==> config.mk <==
export PLATFORM = sky130hd
export DESIGN_NAME = float_add_pipeline
export DESIGN_NICKNAME = d
export VERILOG_FILES = /design/src/rtl/float_params.sv /design/src/rtl/float_align_shift.sv /design/src/rtl/float_add_pipeline.sv
export SDC_FILE = /design/constraint.sdc
export NUM_CORES = 1
export LEC_CHECK = 0
export CELL_PAD_IN_SITES_DETAIL_PLACEMENT = 2
export CELL_PAD_IN_SITES_GLOBAL_PLACEMENT = 2
export CORE_UTILIZATION = 23
export DETAILED_ROUTE_END_ITERATION = 10
export PLACE_DENSITY_LB_ADDON = 0.1
export SLEW_MARGIN = 20
export SYNTH_ARGS = -nofsm -noshare
export SYNTH_HDL_FRONTEND = slang
export SYNTH_SLANG_ARGS = --single-unit
export TNS_END_PERCENT = 30
==> constraint.sdc <==
create_clock -name clk -period 4.7 [get_ports clk]
set_clock_uncertainty 0.2 [all_clocks]
set_input_delay 1.175 -clock clk [delete_from_list [all_inputs] [get_ports clk]]
set_output_delay 1.175 -clock clk [all_outputs]
set_load 0.1 [all_outputs]
==> src/rtl/float_params.sv <==
// Shared IEEE-754 single-precision constants and types for the float adder and multiplier.
// FLOAT_ADD_ROUND_EN adds guard/round/sticky bits to the adder mantissa datapath.
package float_params;

   localparam int unsigned EXPONENT_WIDTH = 8;
   localparam int unsigned MANTISSA_WIDTH = 23;
   localparam int unsigned BIAS           = 127;
   localparam logic [EXPONENT_WIDTH-1:0] EXP_MAX = 8'hFF;

`ifdef FLOAT_ADD_ROUND_EN
   localparam int unsigned GRS_BITS = 3;
`else
   localparam int unsigned GRS_BITS = 0;
`endif

   typedef enum logic [2:0] {
      ST_IDLE,
      ST_UNPACK,
      ST_ALIGN,
      ST_ADD,
      ST_NORMALIZE,
      ST_PACK
   } float_add_state_t;

   // mant carries the implicit leading one; zero operands hold mant = 0
   typedef struct packed {
      logic                      sign;
      logic [EXPONENT_WIDTH-1:0] exp;
      logic [MANTISSA_WIDTH:0]   mant;
   } float_unpacked_t;

   function automatic float_unpacked_t float_unpack(input logic [31:0] f);
      float_unpacked_t u;
      u.sign = f[31];
      u.exp  = f[30:23];
      u.mant = (u.exp == '0) ? '0 : {1'b1, f[22:0]};
      return u;
   endfunction

endpackage

==> src/rtl/float_align_shift.sv <==
// Combinational mantissa right shifter; shifts of 26 or more clear the result.
// o_sticky (OR of all discarded bits) exists only when FLOAT_ADD_ROUND_EN is defined.
module float_align_shift #(
   parameter int unsigned W = 24
) (
   input  logic [W-1:0] i_mant,
   input  logic [7:0]   i_shift,
`ifdef FLOAT_ADD_ROUND_EN
   output logic         o_sticky,
`endif
   output logic [W-1:0] o_mant
);

   always_comb begin
      o_mant = '0;
      if (i_shift < 8'd26) begin
         o_mant = i_mant >> i_shift;
      end
   end

`ifdef FLOAT_ADD_ROUND_EN
   logic [W-1:0] w_ones;
   logic [W-1:0] w_mask;

   always_comb begin
      w_ones   = '1;
      w_mask   = ~(w_ones << i_shift);
      o_sticky = (i_shift >= 8'd26) ? (|i_mant) : (|(i_mant & w_mask));
   end
`endif

endmodule

==> src/rtl/float_add_pipeline.sv <==
// Multi-cycle single-precision adder with req/ack handshake (normal operands, truncation).
// Define FLOAT_ADD_ROUND_EN for guard/round/sticky tracking and round-to-nearest-even.
module float_add_pipeline
   import float_params::*;
#(
   parameter int unsigned float_width = 32
) (
   input  logic                   clk,
   input  logic                   rst,
   input  logic                   req,
   output logic                   ack,
   input  logic [float_width-1:0] a,
   input  logic [float_width-1:0] b,
   output logic [float_width-1:0] out
);

   localparam int unsigned DW = MANTISSA_WIDTH + 1 + GRS_BITS;

   float_add_state_t            r_state;
   logic [float_width-1:0]      r_a;
   logic [float_width-1:0]      r_b;
   logic [float_width-1:0]      r_out;
   logic                        r_ack;
   float_unpacked_t             r_x;
   float_unpacked_t             r_y;
   logic [DW-1:0]               r_my;
   logic                        r_sign;
   logic [EXPONENT_WIDTH:0]     r_exp;
   logic [DW:0]                 r_mant;

   float_unpacked_t             w_ua;
   float_unpacked_t             w_ub;
   logic                        w_a_big;
   logic [7:0]                  w_diff;
   logic [DW-1:0]               w_my_in;
   logic [DW-1:0]               w_my_sh;
   logic [DW:0]                 w_mx;
   logic [DW:0]                 w_mant_rsh;
   logic [EXPONENT_WIDTH:0]     w_pack_exp;
   logic [MANTISSA_WIDTH-1:0]   w_pack_frac;

   assign w_ua    = float_unpack(r_a);
   assign w_ub    = float_unpack(r_b);
   assign w_a_big = (w_ua.exp > w_ub.exp) ||
                    ((w_ua.exp == w_ub.exp) && (w_ua.mant >= w_ub.mant));

   assign w_diff  = r_x.exp - r_y.exp;
   assign w_my_in = DW'(r_y.mant) << GRS_BITS;
   assign w_mx    = (DW+1)'(r_x.mant) << GRS_BITS;

`ifdef FLOAT_ADD_ROUND_EN
   logic                      w_sticky;
   logic                      w_round_up;
   logic [MANTISSA_WIDTH+1:0] w_rnd;

   float_align_shift #(.W(DW)) u_align (
      .i_mant   (w_my_in),
      .i_shift  (w_diff),
      .o_sticky (w_sticky),
      .o_mant   (w_my_sh)
   );

   // the bit dropped by a carry renormalize folds into sticky
   assign w_mant_rsh = (r_mant >> 1) | (DW+1)'(r_mant[0]);

   always_comb begin
      w_round_up = r_mant[GRS_BITS-1] &
                   (r_mant[GRS_BITS-2] | r_mant[GRS_BITS-3] | r_mant[GRS_BITS]);
      w_rnd      = {1'b0, r_mant[DW-1:GRS_BITS]} + (MANTISSA_WIDTH+2)'(w_round_up);
      if (w_rnd[MANTISSA_WIDTH+1]) begin
         w_pack_exp  = r_exp + 9'd1;
         w_pack_frac = w_rnd[MANTISSA_WIDTH:1];
      end else begin
         w_pack_exp  = r_exp;
         w_pack_frac = w_rnd[MANTISSA_WIDTH-1:0];
      end
   end
`else
   float_align_shift #(.W(DW)) u_align (
      .i_mant  (w_my_in),
      .i_shift (w_diff),
      .o_mant  (w_my_sh)
   );

   assign w_mant_rsh  = r_mant >> 1;
   assign w_pack_exp  = r_exp;
   assign w_pack_frac = r_mant[MANTISSA_WIDTH-1:0];
`endif

   always_ff @(posedge clk) begin
      if (rst) begin
         r_state <= ST_IDLE;
         r_a     <= '0;
         r_b     <= '0;
         r_out   <= '0;
         r_ack   <= 1'b0;
         r_x     <= '0;
         r_y     <= '0;
         r_my    <= '0;
         r_sign  <= 1'b0;
         r_exp   <= '0;
         r_mant  <= '0;
      end else begin
         r_ack <= 1'b0;
         case (r_state)
            ST_IDLE: begin
               if (req) begin
                  r_a     <= a;
                  r_b     <= b;
                  r_state <= ST_UNPACK;
               end
            end
            ST_UNPACK: begin
               r_x     <= w_a_big ? w_ua : w_ub;
               r_y     <= w_a_big ? w_ub : w_ua;
               r_state <= ST_ALIGN;
            end
            ST_ALIGN: begin
`ifdef FLOAT_ADD_ROUND_EN
               r_my    <= w_my_sh | DW'(w_sticky);
`else
               r_my    <= w_my_sh;
`endif
               r_sign  <= r_x.sign;
               r_exp   <= {1'b0, r_x.exp};
               r_state <= ST_ADD;
            end
            ST_ADD: begin
               if (r_x.sign == r_y.sign) begin
                  r_mant <= w_mx + (DW+1)'(r_my);
               end else begin
                  r_mant <= w_mx - (DW+1)'(r_my);
               end
               r_state <= ST_NORMALIZE;
            end
            ST_NORMALIZE: begin
               if (r_mant[DW]) begin
                  r_mant  <= w_mant_rsh;
                  r_exp   <= r_exp + 9'd1;
                  r_state <= ST_PACK;
               end else if (r_mant == '0) begin
                  r_sign  <= 1'b0;
                  r_exp   <= '0;
                  r_state <= ST_PACK;
               end else if (r_mant[DW-1]) begin
                  r_state <= ST_PACK;
               end else if (r_exp <= 9'd1) begin
                  r_mant  <= '0;
                  r_exp   <= '0;
                  r_state <= ST_PACK;
               end else begin
                  r_mant  <= r_mant << 1;
                  r_exp   <= r_exp - 9'd1;
               end
            end
            ST_PACK: begin
               if (w_pack_exp >= {1'b0, EXP_MAX}) begin
                  r_out <= {r_sign, EXP_MAX, 23'h0};
               end else begin
                  r_out <= {r_sign, w_pack_exp[EXPONENT_WIDTH-1:0], w_pack_frac};
               end
               r_ack   <= 1'b1;
               r_state <= ST_IDLE;
            end
            default: r_state <= ST_IDLE;
         endcase
      end
   end

   assign ack = r_ack;
   assign out = r_out;

endmodule

==> summary.txt, run 1 <==
Status -> completed
Vias in the first global route -> 13700
Cts hold-fix bufs -> 0
Power Total -> 7030 µW
Clock sink count -> 225
Max VDD drop -> 0.312 mV
Avg Cell Area, Syn -> 7.48 µm²
Post-synth EDFFs -> 0
Routed vias/inst -> 4.96
Finished Core Util -> 28.5%
Die H -> 242 µm
Total GRT Usage -> 16.5%
WL final -> 49.1 mm
Top cell type's share of synthesized area -> 33.9%
Power per cell area -> 435 nW/µm²
Top cell by count, worst path -> buf_12
Fmax -> 0.228 GHz
YS warnings -> 0
Max incr delay on CP -> 540 ps
CTS tree -> yes
Max Cap Viol -> 0
# H-tree levels -> 1
Drt pass-1 iters -> 4
Clock-pin transition on the worst setup and hold timing paths -> 50 ps
Final ANT Viol Nets -> 0
Final period util -> 93.4%
Crit-path max FO -> 26
Starting DRT DRC Count -> 401
Largest net degree at the start of global routing -> 71
Core area -> 56700 µm²
Worst hold slack -> 258 ps
Mapped Cells -> 1774
Initial antenna violation count -> 3
Startpoint Class -> register
Tmin final -> 4390 ps
Die Wd -> 242 µm
WL/cell -> 18.9 µm
Area Overhead vs Synth -> 21.6%
DP HPWL -> 37.4 mm
CTS Buffer Depth -> 3
Crit end category -> register
Max-Slew Margin vs Limit -> 31.9%
Endpoints failing hold -> 0
Synth Cell Area -> 13300 µm²
Cell breakdown of the critical path -> nor4_1 -> buf_4 -> nand2_1 -> buf_12 -> nand2_1 -> inv_1 -> ha_1 -> a21o_1 -> a21o_1 -> a21oi_1 -> o2111ai_1 -> a2111oi_2 -> or3_4 -> buf_12 -> buf_12 -> mux2i_1 -> a21oi_1
Sequential-to-total area share from yosys stat -> 33.9%
Vias -> 12900
Cell with the most instances after synthesis -> nand2_1
Fin Setup TNS -> 0 ps
CP required -> 4950 ps
Flops & latches, synth -> 225
Number of fillers in the final layout -> 6631
Worst Tran Pin Value -> 1020 ps
Post-route DRC -> 0
Final setup violation count -> 0
RSZ-0062 raised after global routing -> no
First-pass GRT wire length -> 78.4 mm
Post-synth ARST share -> 0%
Total CTS buffers -> 31
Nets -> 1958
Congestion Overflow GR -> 0
Initial Util -> 23.4%
Site Rows -> 87
Yosys top cell by area -> dfxtp_1
Leak -> 0.00618 µW
CP max stage cell -> a2111oi_2
Worst skew pair latency -> 590 ps
Synth area leaders -> dfxtp_1 34%, a21oi_1 9.5%, nand2_1 7.6%
CTS Root Cell -> clkbuf_16
Final Max Tran Viols -> 0
Share of layout cells above drive strength 1 -> 7.11%
Critical path's top delay family -> compound AO/OA/AOI/OAI gates
IO buf count -> 99
RePlAce Congestion -> 0.795
Die Footprint -> 58700 µm²
Yosys cell types -> 76
Syn_nets -> 1912
CP bufs+invs -> 5
Worst path arrival time -> 4640 ps
Kind of critical path -> register to register
Main synth FF type -> dfxtp_1
Commonest cells in the netlist -> 269 x nand2_1, 251 x a21oi_1, 225 x dfxtp_1
IO Pins -> 100
Worst hold path type -> register to register
-- cell type report --
class	count	area, µm²	area share (%)
clock inverter	10	109	0.675
antenna	2	5.00	0.0310
multi-input combinational	1361	8070	50.0
inverter	61	230	1.43
sequential	225	4500	27.9
clock buffer	46	902	5.59
tap	756	946	5.86
timing repair buffer	140	1370	8.50
-- worst paths after layout --
path                 from      end  slack (ps)  depth (start not counted)
hold reg to reg   r_a[21]  r_a[21]         260                          2
setup reg to reg  r_a[28]  r_x[30]         310                         17
hold / removal    r_a[21]  r_a[21]         260                          2
setup / recovery  r_a[28]  r_x[30]         310                         17
-- tightest hold or removal path, delay by kind of cell (launching register included) --
kind            cells  cell delay [ps]
compound gates      1               50
simple gates        1               50
flops               1              310
-- logic make-up after synthesis --
family / after synthesis / synth area share (%)
AO/OA/AOI/OAI: 587 / 26.8
XOR/XNOR: 49 / 3.35
adder cells (fa/ha/maj): 71 / 6.81
buffers and inverters: 189 / 5.58
flip-flops: 225 / 33.9
multiplexers: 39 / 3.38
AND/OR/NAND/NOR: 614 / 20.1
-- layout by cell type (no fill, tap or decap), types with 18 or more instances in the layout --
cell type and instances:
a211oi_1 33, a21o_1 22, a21oi_1 251, a22oi_1 41, a31oi_1 32, buf_4 36, clkbuf_16 31, clkdlybuf4s50_1 98
dfxtp_1 225, ha_1 69, inv_1 59, mux2i_1 29, nand2_1 268, nand3_1 22, nor2_1 195, nor3_1 38
nor4_1 18, o21ai_0 114, xnor2_1 33
-- state kept, by name, summed over array words and instances, names as in the netlist --
name,count
ack,1
out,32
r_a,32
r_b,32
r_exp,9
r_mant,25
r_my,24
r_sign,1
r_state,3
r_x,33
r_y,9
w_my_in,24
-- layer usage --
metal	part of all wire [%]	track usage, %	vias to the layer above	wire [µm]
met5	0	0	-	0
met1	50	22.6	6262	24400
met2	45	27.5	168	22200
li1	-	-	6392	-
met4	2.6	4.32	0	1270
met3	2.5	1.83	69	1210
-- timing repair --
| item | 4_1_cts | 5_1_grt |
|---|---|---|
| gates resized for setup | 0 | 2 |
| setup endpoints to repair | 0 | 22 |
| setup buffers | 0 | 1 |
-- stage by stage --
step           cells  setup WS (ps)  area (µm²)
2_1_floorplan   1774            997       13300
3_3_place_gp    2541           39.4       15100
3_5_place_dp    2541           92.4       15100
4_1_cts         2597           76.7       16100
5_1_grt         2599           77.4       16100
6_report        2601            311       16100
-- power by group --
part / internal, µW / switching [µW]
Sequential: 2060 / 190
Combinational: 859 / 1580
Clock: 1420 / 917
(Power assumes the default switching activity.)
==> run 2, diff against run 1 <==
REMOVE_ABC_BUFFERS = 1   (was default)
==> summary.txt, run 2 (same netlist as run 1, synthesis figures left out) <==
Status -> completed (unchanged)
Starting DRT DRC Count -> 465 (was 401)
Site Rows -> 87 (unchanged)
Share of layout cells above drive strength 1 -> 6.77% (was 7.11%)
Clock sink count -> 225 (unchanged)
Cell internal pwr -> 4380 µW (was 4340 µW)
Fmax -> 0.235 GHz (was 0.228 GHz)
CP max stage cell -> a311oi_1 (was a2111oi_2)
Post-CTS Setup Inserts -> 0 (unchanged)
WL final -> 47.8 mm (was 49.1 mm)
Worst skew pair latency -> 580 ps (was 590 ps)
Max Cap Viol -> 0 (unchanged)
First-pass GRT wire length -> 77.4 mm (was 78.4 mm)
Cell breakdown of the critical path -> inv_1 -> ha_1 -> nand2_1 -> or3_1 -> nor4_2 -> nor2_1 -> xor2_1 -> ha_1 -> nand3_1 -> nor2_1 -> o21ai_0 -> a311oi_1 -> nor4_2 -> o31ai_1 -> o41ai_2 -> xnor2_1 -> a211oi_1 (was nor4_1 -> buf_4 -> nand2_1 -> buf_12 -> nand2_1 -> inv_1 -> ha_1 -> a21o_1 -> a21o_1 -> a21oi_1 -> o2111ai_1 -> a2111oi_2 -> or3_4 -> buf_12 -> buf_12 -> mux2i_1 -> a21oi_1)
Final ANT Viol Nets -> 0 (unchanged)
IO Pins -> 100 (unchanged)
Setup ws final -> 444 ps (was 311 ps)
Net Switching -> 2670 µW (was 2690 µW)
WL/cell -> 18.4 µm (was 18.9 µm)
Worst Tran Pin Value -> 988 ps (was 1020 ps)
Total GRT Usage -> 16.2% (was 16.5%)
Endpoints failing hold -> 0 (unchanged)
Place WS -> 286 ps (was 92.4 ps)
Net Sw Frac -> 37.9% (was 38.2%)
Max incr delay on CP -> 530 ps (was 540 ps)
Largest net degree at the start of global routing -> 129 (was 71)
Core area -> 56700 µm² (unchanged)
Final setup violation count -> 0 (unchanged)
Initial Util -> 23.4% (unchanged)
Post-route DRC -> 0 (unchanged)
Register share of total power -> 31.9% (was 32.0%)
Worst path arrival time -> 4550 ps (was 4640 ps)
Final period util -> 90.6% (was 93.4%)
Clock-pin transition on the worst setup and hold timing paths -> 60 ps (was 50 ps)
Die Wd -> 242 µm (unchanged)
Total CTS buffers -> 30 (was 31)
# H-tree levels -> 1 (unchanged)
Initial antenna violation count -> 1 (was 3)
Kind of critical path -> register to register (unchanged)
Area Overhead vs Synth -> 21.4% (was 21.6%)
Crit end category -> register (unchanged)
Fin Setup TNS -> 0 ps (unchanged)
Drt pass-1 iters -> 5 (was 4)
Vias in the first global route -> 13500 (was 13700)
Leak -> 0.00615 µW (was 0.00618 µW)
RSZ-0062 raised after global routing -> no (unchanged)
Nets -> 1948 (was 1958)
Logic pwr share -> 33.7% (was 34.7%)
CTS Root Cell -> clkbuf_16 (unchanged)
CTS Buffer Depth -> 3 (unchanged)
Die H -> 242 µm (unchanged)
Tmin final -> 4260 ps (was 4390 ps)
RePlAce Congestion -> 0.792 (was 0.795)
Critical path's top delay family -> compound AO/OA/AOI/OAI gates (unchanged)
DP HPWL -> 35.5 mm (was 37.4 mm)
Max-Slew Margin vs Limit -> 33.9% (was 31.9%)
IO buf count -> 99 (unchanged)
Most common cell after layout, fill and taps aside -> nand2_1 (unchanged)
CTS tree -> yes (unchanged)
Biggest register -> r_x (unchanged)
Crit-path max FO -> 5 (was 26)
Vias -> 12700 (was 12900)
CP bufs+invs -> 1 (was 5)
Post-route cell area -> 16100 µm² (about the same)
Commonest cells after routing, fill and taps aside -> 267 x nand2_1, 251 x a21oi_1, 225 x dfxtp_1 (was 268 x nand2_1, 251 x a21oi_1, 225 x dfxtp_1)
Clock share of power -> 34.4% (was 33.3%)
Worst hold path type -> register to register (unchanged)
CP required -> 5000 ps (was 4950 ps)
Startpoint Class -> register (unchanged)
Max VDD drop -> 0.263 mV (was 0.312 mV)
Routed vias/inst -> 4.92 (was 4.96)
Congestion Overflow GR -> 0 (unchanged)
Area after DPL -> 15100 µm² (about the same)
Max FFs per register -> 33 (unchanged)
Die Footprint -> 58700 µm² (unchanged)
Power per cell area -> 438 nW/µm² (was 435 nW/µm²)
Final Max Tran Viols -> 0 (unchanged)
## run 2: tightest hold or removal path: cells and delay by family (launching register included)
family / cells / cell delay, ps
flops: 1 / 310
compound gates: 1 / 50
simple gates: 1 / 50
## run 2: area by class of cell
type / count / area (µm²)
inverters: 61 / 229
repair buffers: 132 / 1320
well taps: 756 / 946
multi-input cells: 1360 / 8060
flip-flops and latches: 225 / 4500
clock buffers: 40 / 860
diodes: 2 / 5.00
fillers: 6551 / 40600
clock inverters: 13 / 181
## run 2: layer usage
layer  vias up  routed length [µm]  global-route usage, %
met5         -                   0                      0
met1      6198               23500                   22.1
met3        45                1330                   1.89
met4         0                 876                   3.41
li1       6362                   -                      -
met2       130               22100                   27.2
## run 2: worst paths after layout
| path | startpoint | endpoint | slack, ps | cells past startpoint |
|---|---|---|---|---|
| setup / recovery | r_my[0] | r_mant[24] | 440 | 17 |
| setup reg to reg | r_my[0] | r_mant[24] | 440 | 17 |
| hold / removal | out[31] | out[31] | 260 | 2 |
| hold reg to reg | out[31] | out[31] | 260 | 2 |
## run 2: per-stage QoR
| stage | hold slack [ps] | power, µW | util (%) | instances |
|---|---|---|---|---|
| CTS | 259 | 7220 | 28.4 | 2587 |
| global route | 273 | 7540 | 28.4 | 2587 |
| global placement | 249 | 4670 | 26.5 | 2534 |
| detailed placement | 251 | 4720 | 26.5 | 2534 |
| floorplan | 226 | 3750 | - | 1646 |
| finish | 256 | 7060 | 28.4 | 2589 |
## run 2: power groups by stage
stage | clock network, µW | logic (µW) | registers (µW)
4_1_cts | 2520 | 2440 | 2260
3_5_place_dp | 0 | 2420 | 2300
2_1_floorplan | 0 | 1550 | 2200
3_3_place_gp | 0 | 2380 | 2290
5_1_grt | 2590 | 2680 | 2280
6_report | 2430 | 2380 | 2250
## run 2: timing repair
action / CTS / global route
setup endpoints to repair: 0 / 7
hold buffers: 0 / 0
resized for setup: 0 / 2
hold endpoints to repair: 0 / 0
==> run 3, diff against run 2 <==
HOLD_SLACK_MARGIN = 0.06   (was default)
==> results of run 3 <==
Final layout, timing and power as in run 2 (identical DEF).
